## src/rtl/soc_sram_bank.sv

```systemverilog
// soc_sram_bank: byte-strobed single-port SRAM bank with valid/ready request and
// response channels, optional output register, clear-after-reset sequencer and an
// in-order response FIFO protected by credit-based request flow control.
module soc_sram_bank #(
    parameter int unsigned DATA_W         = 32,
    parameter int unsigned WORDS          = 16,
    parameter int unsigned ADDR_W         = 22,
    parameter int unsigned OUT_REG        = 0,
    parameter int unsigned CLEAR_ON_RESET = 1
) (
    input  logic                clk,
    input  logic                rst,
    input  logic                req_valid,
    output logic                req_ready,
    input  logic [DATA_W/8-1:0] req_wen,
    input  logic [ADDR_W-1:0]   req_addr,
    input  logic [DATA_W-1:0]   req_wdata,
    output logic                rsp_valid,
    input  logic                rsp_ready,
    output logic [DATA_W-1:0]   rsp_rdata,
    output logic                rsp_err,
    output logic                init_done
);

    localparam int unsigned NB     = DATA_W / 8;
    localparam int unsigned IDX_W  = (WORDS > 1) ? $clog2(WORDS) : 1;
    localparam int unsigned DEPTH  = 2 + OUT_REG;
    localparam int unsigned PTR_W  = 2;
    localparam int unsigned SLOTS  = 1 << PTR_W;
    localparam int unsigned CRED_W = 3;

    typedef enum logic {
        ST_CLEAR = 1'b0,
        ST_RUN   = 1'b1
    } state_e;

    state_e             state_q, state_d;
    logic [IDX_W-1:0]   clr_cnt_q, clr_cnt_d;
    logic               run_c, clearing_c, clr_last_c;

    logic [DATA_W-1:0]  mem [WORDS];

    logic               accept_c, in_range_c, pop_c;
    logic [IDX_W-1:0]   idx_c;

    logic               s1_valid_q, s1_valid_d;
    logic [DATA_W-1:0]  s1_data_q, s1_data_d;
    logic               s1_err_q, s1_err_d;

    logic               lst_valid_c, lst_err_c, s2_valid_c;
    logic [DATA_W-1:0]  lst_data_c;

    logic [DATA_W-1:0]  fifo_data_q [SLOTS];
    logic               fifo_err_q  [SLOTS];
    logic [PTR_W-1:0]   wr_ptr_q, rd_ptr_q, cnt_q;
    logic [DATA_W-1:0]  hold_data_q;
    logic               hold_err_q;
    logic [CRED_W-1:0]  credit_c;

    // FSM state register and clear counter
    always_ff @(posedge clk or posedge rst) begin
        if (rst) begin
            state_q   <= (CLEAR_ON_RESET != 0) ? ST_CLEAR : ST_RUN;
            clr_cnt_q <= '0;
        end else begin
            state_q   <= state_d;
            clr_cnt_q <= clr_cnt_d;
        end
    end

    // FSM next state: walk every word once, then run until reset
    always_comb begin
        state_d   = state_q;
        clr_cnt_d = clr_cnt_q;
        case (state_q)
            ST_CLEAR: begin
                clr_cnt_d = clr_cnt_q + IDX_W'(1);
                if (clr_last_c) begin
                    state_d   = ST_RUN;
                    clr_cnt_d = '0;
                end
            end
            ST_RUN:  state_d = ST_RUN;
            default: state_d = ST_RUN;
        endcase
    end

    // FSM outputs
    always_comb begin
        run_c      = 1'b0;
        clearing_c = 1'b0;
        clr_last_c = (clr_cnt_q == IDX_W'(WORDS - 1));
        case (state_q)
            ST_CLEAR: clearing_c = 1'b1;
            ST_RUN:   run_c      = 1'b1;
            default:  run_c      = 1'b0;
        endcase
    end

    assign init_done = run_c;

    // Request decode and credit check; new total must never exceed the FIFO depth
    assign idx_c      = req_addr[IDX_W-1:0];
    assign in_range_c = (req_addr < ADDR_W'(WORDS));
    assign pop_c      = rsp_valid && rsp_ready;
    assign credit_c   = CRED_W'(cnt_q) + CRED_W'(s1_valid_q) + CRED_W'(s2_valid_c) - CRED_W'(pop_c);
    assign req_ready  = run_c && (credit_c < CRED_W'(DEPTH));
    assign accept_c   = req_valid && req_ready;

    // Array write port: clear sequencer or byte-strobed request write
    always_ff @(posedge clk) begin
        if (clearing_c) begin
            mem[clr_cnt_q] <= '0;
        end else if (accept_c && in_range_c) begin
            for (int i = 0; i < NB; i++) begin
                if (req_wen[i]) begin
                    mem[idx_c][8*i +: 8] <= req_wdata[8*i +: 8];
                end
            end
        end
    end

    // Read-first capture of the addressed word
    always_comb begin
        s1_valid_d = accept_c;
        s1_err_d   = accept_c && !in_range_c;
        s1_data_d  = (accept_c && in_range_c) ? mem[idx_c] : '0;
    end

    // First response stage
    always_ff @(posedge clk or posedge rst) begin
        if (rst) begin
            s1_valid_q <= 1'b0;
            s1_data_q  <= '0;
            s1_err_q   <= 1'b0;
        end else begin
            s1_valid_q <= s1_valid_d;
            s1_data_q  <= s1_data_d;
            s1_err_q   <= s1_err_d;
        end
    end

    if (OUT_REG != 0) begin : g_oreg
        logic              s2_valid_q;
        logic [DATA_W-1:0] s2_data_q;
        logic              s2_err_q;

        // Optional second response stage
        always_ff @(posedge clk or posedge rst) begin
            if (rst) begin
                s2_valid_q <= 1'b0;
                s2_data_q  <= '0;
                s2_err_q   <= 1'b0;
            end else begin
                s2_valid_q <= s1_valid_q;
                s2_data_q  <= s1_data_q;
                s2_err_q   <= s1_err_q;
            end
        end

        assign lst_valid_c = s2_valid_q;
        assign lst_data_c  = s2_data_q;
        assign lst_err_c   = s2_err_q;
        assign s2_valid_c  = s2_valid_q;
    end else begin : g_noreg
        assign lst_valid_c = s1_valid_q;
        assign lst_data_c  = s1_data_q;
        assign lst_err_c   = s1_err_q;
        assign s2_valid_c  = 1'b0;
    end

    // Response FIFO storage; credit flow control guarantees it never overflows
    always_ff @(posedge clk) begin
        if (lst_valid_c) begin
            fifo_data_q[wr_ptr_q] <= lst_data_c;
            fifo_err_q[wr_ptr_q]  <= lst_err_c;
        end
    end

    // Response FIFO pointers, occupancy and last-popped hold value
    always_ff @(posedge clk or posedge rst) begin
        if (rst) begin
            wr_ptr_q    <= '0;
            rd_ptr_q    <= '0;
            cnt_q       <= '0;
            hold_data_q <= '0;
            hold_err_q  <= 1'b0;
        end else begin
            if (lst_valid_c) begin
                wr_ptr_q <= (wr_ptr_q == PTR_W'(DEPTH - 1)) ? '0 : wr_ptr_q + PTR_W'(1);
            end
            if (pop_c) begin
                rd_ptr_q    <= (rd_ptr_q == PTR_W'(DEPTH - 1)) ? '0 : rd_ptr_q + PTR_W'(1);
                hold_data_q <= fifo_data_q[rd_ptr_q];
                hold_err_q  <= fifo_err_q[rd_ptr_q];
            end
            cnt_q <= cnt_q + PTR_W'(lst_valid_c) - PTR_W'(pop_c);
        end
    end

    assign rsp_valid = (cnt_q != '0);
    assign rsp_rdata = rsp_valid ? fifo_data_q[rd_ptr_q] : hold_data_q;
    assign rsp_err   = rsp_valid ? fifo_err_q[rd_ptr_q]  : hold_err_q;

endmodule

```

## config.mk

```make
export PLATFORM = sky130hd
export DESIGN_NAME = soc_sram_bank
export DESIGN_NICKNAME = d
export VERILOG_FILES = /design/src/rtl/soc_sram_bank.sv
export SDC_FILE = /design/constraint.sdc
export NUM_CORES = 1
export LEC_CHECK = 0
export BUFFER_PORTS_ARGS = -buffer_cell sky130_fd_sc_hd__buf_2
export CAP_MARGIN = 25
export CELL_PAD_IN_SITES_DETAIL_PLACEMENT = 0
export CELL_PAD_IN_SITES_GLOBAL_PLACEMENT = 2
export CORE_UTILIZATION = 30
export CTS_CLUSTER_SIZE = 20
export DETAILED_ROUTE_END_ITERATION = 12
export GPL_TIMING_DRIVEN = 0
export PLACE_DENSITY_LB_ADDON = 0.1
export SLEW_MARGIN = 10
export SYNTH_ARGS = -nofsm -noshare
export SYNTH_HDL_FRONTEND = slang
export SYNTH_SLANG_ARGS = --single-unit
export TNS_END_PERCENT = 100
```

## constraint.sdc

```tcl
create_clock -name clk -period 8.65 [get_ports clk]
set_input_delay 0.865 -clock clk [delete_from_list [all_inputs] [get_ports clk]]
set_output_delay 0.865 -clock clk [all_outputs]
set_load 0.02 [all_outputs]
```

---- Word level (Yosys, flattened, before mapping) ----
Memory sizes are Yosys's and may differ from the RTL's.
Index checks and enable logic that the tools add are counted.
storage, ports and cells
  flip-flop bits (word level) ............. 78
  RAM bits ................................ 644
  output and inout bits ................... 36
  logic and storage cells ................. 65
  memories kept ........................... 3
operators by class
  add/subtract/negate cells ............... 7
  magnitude comparators ................... 2
  equality and inequality tests ........... 3
  mux-type cells .......................... 31
  bitwise logic cells ..................... 1
  reductions and logical operators ........ 8
memories
  name         depth  width  rd ports  clocked after memory_dff  write ports  RTL line  RTL
  mem          16     32     1         0                         1            41        logic [DATA_W-1:0] mem [WORDS];
  fifo_data_q  4      32     1         0                         1            53        logic [DATA_W-1:0] fifo_data_q [SLOTS];
  fifo_err_q   4      1      1         0                         1            54        logic fifo_err_q [SLOTS];
operators by type and width
  cell                                                         count
  2-to-1 mux 32 bit                                            3
  OR reduction 32 bit                                          1
  less-than comparator 22 x 5 -> 1 bit, second input constant  1
  2-to-1 mux 1 bit                                             22
  2-to-1 mux 4 bit                                             3
  logical AND 1 bit                                            5
  adder 2 x 1 -> 2 bit, second input constant                  2
  adder 4 x 1 -> 4 bit, second input constant                  1
  equality test 2 x 1 -> 1 bit, second input constant          2
  equality test 4 bit, second input constant                   1
  2-to-1 mux 2 bit                                             2
  adder 2 x 1 -> 3 bit                                         1
  less-than comparator 3 x 2 -> 1 bit, second input constant   1
  subtractor 3 x 1 -> 3 bit                                    1
  adder 2 x 1 -> 2 bit                                         1
  one-hot mux 1 bit (2 select lines)                           1
  nonzero test 2 bit                                           1
  subtractor 2 x 1 -> 2 bit                                    1
  logical NOT 1 bit                                            1
  inverter 1 bit                                               1

---- Longest topological paths before layout ----
  depth in word-level cells ............... 12
  gate-level depth with buffers ........... 15
  depth with buffers taken out ............ 12

---- Least setup slack after synthesis ----
Ideal clock, no wire load.
  path type ............................... input to register
  from .................................... input rsp_ready
  to ...................................... memory mem[11][0] (enable)
  data arrival time ....................... 4270 ps
  slack ................................... 4004 ps
  stages .................................. 12
  buffers on the path ..................... 2
  cells stage by stage .................... nand2_1 -> inv_2 -> buf_1 -> ha_1 -> inv_1 -> ha_1 -> fa_1 -> nand3b_1 -> or4_1 -> buf_2 -> or4_4 -> a21oi_1
on the way
  longest elaborated chain between the ends .. 11
  elaborated cells on any way between the ends .. 21
  classes of those cells .................. add/sub: 1; order compare: 1; mux: 14; reduce/logical: 5
RTL lines
  element                                  RTL line  RTL
  start, declared                          19        input logic rsp_ready,
  logical AND 1 bit (*)                    105       assign pop_c = rsp_valid && rsp_ready;
  via pop_c                                43        logic accept_c, in_range_c, pop_c;
  subtractor 3 x 1 -> 3 bit (*)            106       assign credit_c = CRED_W'(cnt_q) + CRED_W'(s1_valid_q) + CRED_W'(s2_valid_c) - CRED_W'(pop_c);
  via credit_c[1]                          58        logic [CRED_W-1:0] credit_c;
  less-than comparator 3 x 2 -> 1 bit (*)  107       assign req_ready = run_c && (credit_c < CRED_W'(DEPTH));
  logical AND 1 bit (*)                    107
  logical AND 1 bit (*)                    108       assign accept_c = req_valid && req_ready;
  logical AND 1 bit (*)                    114       end else if (accept_c && in_range_c) begin
  2-to-1 mux 1 bit                         114
  2-to-1 mux 1 bit                         112       if (clearing_c) begin
  2-to-1 mux 1 bit (implied by the code)   117       mem[idx_c][8*i +: 8] <= req_wdata[8*i +: 8];
  OR reduction 32 bit (no line)            -
  2-to-1 mux 4 bit (no line)               -
  end, declared                            41
The timed path passes the listed nets; every way through them passes the cells marked *.

---- Final worst setup path ----
  from .................................... register cnt_q[1]
  to ...................................... memory mem[7][3] (enable)
on the way
  longest elaborated chain between the ends .. 12
  elaborated cells on any way between the ends .. 23
  classes of those cells .................. add/sub: 2; order compare: 1; mux: 14; reduce/logical: 6
RTL lines
  element                                  RTL line  RTL
  start, declared                          55        logic [PTR_W-1:0] wr_ptr_q, rd_ptr_q, cnt_q;
  start signal, assigned                   197       cnt_q <= cnt_q + PTR_W'(lst_valid_c) - PTR_W'(pop_c);
  nonzero test 2 bit (*)                   201       assign rsp_valid = (cnt_q != '0);
  logical AND 1 bit (*)                    105
  via pop_c                                43
  subtractor 3 x 1 -> 3 bit (*)            106
  via credit_c[1]                          58
  less-than comparator 3 x 2 -> 1 bit (*)  107
  logical AND 1 bit (*)                    107
  logical AND 1 bit (*)                    108
  logical AND 1 bit (*)                    114
  2-to-1 mux 1 bit                         114
  2-to-1 mux 1 bit                         112
  2-to-1 mux 1 bit (implied by the code)   117
  OR reduction 32 bit (no line)            -
  2-to-1 mux 4 bit (no line)               -
Marks and branches as above.

==> results.toml <==
[logic_synthesis]
syn_inst = 1348
synth_area_leaders = "edfxtp_1 (69%), mux4_2 (13%), dfrtp_1 (7.0%), mux2_2 (2.7%), a21oi_1 (1.7%)"
synthFlopType = "edfxtp_1"
synth_simple_gate_area_share_pct = 2.42
synth_area_leader_cell = "edfxtp_1"
yosysTopAreaCellShare_pct = 69.3
ys_ff_latch = 722
synth_compound_area_share_pct = 3.99
syn-cell-area_sq_um = 27900
synth_top_family_by_area = "multiplexers"
synth_cell_types = 39
yosys.area_share.adder_pct = 0.206
syn_avg_cell_area_sq_um = 20.7
yosysSeqAreaShare_pct = 76.3
async_flop_share_pct = 10.8
yosysMostFrequentCell = "edfxtp_1"
synth_fp_nets = 1414
synthMuxAreaShare_pct = 15.7
ys.warnings.count = 0
yosys.area_share.xor_xnor_pct = 0.126
synth_edf_count = 644
synth_common_cells = "edfxtp_1 (644), mux4_2 (161), a21oi_1 (97)"

[cts]
cts_sinks = 722
cts_resized = 0
clk_pin_slew_worst_paths_ns = 0.06
htree_levels = 3
hold_buffers = 0
clock_latency_ns = 0.62
cts_tree = "done"
cts_buffers = 83
cts_root_buf = "clkbuf_16"
postCtsSetupRepairBufs = 0
clockBufferDepth = 3

[setup_path]
r2r_cells = 16
r2r_start = "cnt_q[1]$_DFF_PP0_"
rrSetupSlack_ns = 2.51
critPathArrivalTime_ns = 6.51
cp.required_ns = 9.03
path_class = "reg -> reg"
cp-start-kind = "flop"
worstReg2RegEnd = "mem[7][3]$_DFFE_PP_"
cp-end-kind = "flop"
cp_max_fo = 10

[global_routing]
grt_max_degree = 56
top_usage_layer = "met2"
met3_usage_pct = 2.68
grt_overflow = 0
globalRouteMet2Util_pct = 26.2
grt_use_total_pct = 16.3
antenna_found_initial = 6
grtUsageMet1_pct = 22.7
grt_pass1_wl_um = 109000
first_global_vias = 14900

[timing]
period_share_pct = 70.9
final-hold-violation-count = 0
finalClockSkew_ns = 0.0234
tightest_slew_ns = 1.13
final.min_clock_period_ns = 6.14
timing.hold.ws_ns = 0.221
slew_viol_final = 0
max_freq_mhz = 163
finalSetupTns_ns = 0
slew_headroom_pct = 24.1
setup_viol = 0
rsz0062_at_grt = "no"

[cells_and_area]
final_util_pct = 36.3
drive_gt1_share_pct = 33.2
stdcell_count = 2915
fin_nets = 1672
syn_to_final_growth_pct = 19.6
fin_area_sq_um = 33400

[placement]
place_hpwl_um = 52900
post-place-cells = 2755
gp_congestion = 0.827
dpl_cell_area_sq_um = 30700
io_buffers = 93

[drt]
firstDrtPassIters = 5
drt-initial-drc-count = 885
dr_total_vias = 14000
wl_per_cell_um = 25.8
drc = 0
final_antenna_net_count = 0
routed_wl_um = 75300
viasPerCell = 4.82

[power_and_ir_drop]
ir_drop_mv = 0.158
powerDensity_nw_per_um2 = 248
cellLeakagePower_nw = 11.8

[floorplan]
ios = 98
initial_core_util_pct = 30.4
fp.dieW_um = 307
rows = 111
die_h_um = 307
core_area_sq_um = 91900
dieArea_sq_um = 94200

[job]
drv_cap = 0

[hold_path]
min_path_type = "in -> async"

[outcome]
outcome = "complete, no violations"
routing by layer:
layer / routed length, um / part of all wire, %
met1: 34200 / 45
met4: 1610 / 2.1
met2: 36000 / 48
met3: 3540 / 4.7
met5: 9 / 0.012
worst max-delay path by stage:
stage	startpoint	to	slack (ns)	cells past startpoint
finish	cnt_q[1]$_DFF_PP0_	mem[7][3]$_DFFE_PP_	2.51	16
global route	cnt_q[1]$_DFF_PP0_	mem[7][3]$_DFFE_PP_	2.15	16
CTS	cnt_q[1]$_DFF_PP0_	mem[7][3]$_DFFE_PP_	2.37	16
detailed placement	cnt_q[1]$_DFF_PP0_	mem[7][4]$_DFFE_PP_	2.41	16
global placement	cnt_q[1]$_DFF_PP0_	mem[4][17]$_DFFE_PP_	0.85	14
floorplan	rsp_ready	mem[11][0]$_DFFE_PP_	4.00	12
power by group:
| part | total [mW] | internal, mW | switching [mW] |
|---|---|---|---|
| combinational | 1.02 | 0.463 | 0.561 |
| sequential | 3.93 | 3.89 | 0.0490 |
| clock | 3.33 | 1.95 | 1.38 |
critical path, stage by stage, from the launching register on:
cell and delay, ns:
dfrtp_1 0.35, inv_1 0.07, nand2_1 0.38, nand2_1 0.21
inv_2 0.18, buf_1 0.57, ha_1 0.35, inv_1 0.06
ha_1 0.16, fa_1 0.46, nand3b_1 0.24, or4_1 0.73
buf_2 0.26, clkbuf_1 0.20, o21ai_0 0.89, a21oi_1 0.45
buf_4 0.31
through the flow:
step	power [mW]	setup WS, ns
2_1_floorplan	4.71	4.00
3_3_place_gp	5.03	0.849
3_5_place_dp	5.06	2.41
4_1_cts	8.42	2.37
5_1_grt	8.62	2.15
6_report	8.29	2.51
flip-flops by register name (all words and copies together), names as in the netlist:
name and count:
fifo_data_q 128, mem 512, cnt_q 2, state_q 1, clr_cnt_q 4, lst_valid_c 1, fifo_err_q 4, rd_ptr_q 2
lst_data_c 32, lst_err_c 1, hold_data_q 32, wr_ptr_q 2, hold_err_q 1
cells in the final DEF, fill, tap and decap left out, types with 15 or more instances in the layout:
cell type | synthesis | final
mux4_2 | 161 | 161
buf_1 | 21 | 19
clkbuf_1 | 60 | 82
buf_2 | 3 | 101
clkbuf_16 | 0 | 86
a21oi_2 | 0 | 15
edfxtp_1 | 644 | 644
buf_4 | 0 | 53
o21ai_0 | 18 | 18
dfrtp_1 | 78 | 78
mux2_2 | 67 | 67
a22oi_1 | 64 | 64
a21oi_1 | 97 | 82
and3_1 | 33 | 32
kinds of logic after synthesis:
| family | after synthesis |
|---|---|
| flip-flops | 722 |
| multiplexers | 228 |
| AO/OA/AOI/OAI | 186 |
| AND/OR/NAND/NOR | 112 |
| buffers and inverters | 92 |
| XOR/XNOR | 4 |
| adder cells (fa/ha/maj) | 4 |
layout make-up:
type,count,area [sq um]
well taps,1243,1560
fillers,8625,58600
repair buffers,173,1230
diodes,2,5.00
flip-flops and latches,722,21300
plain buffers,85,334
inverters,7,28.8
clock inverters,32,234
multi-input cells,534,6340
clock buffers,117,2350
(Power assumes the default switching activity.)
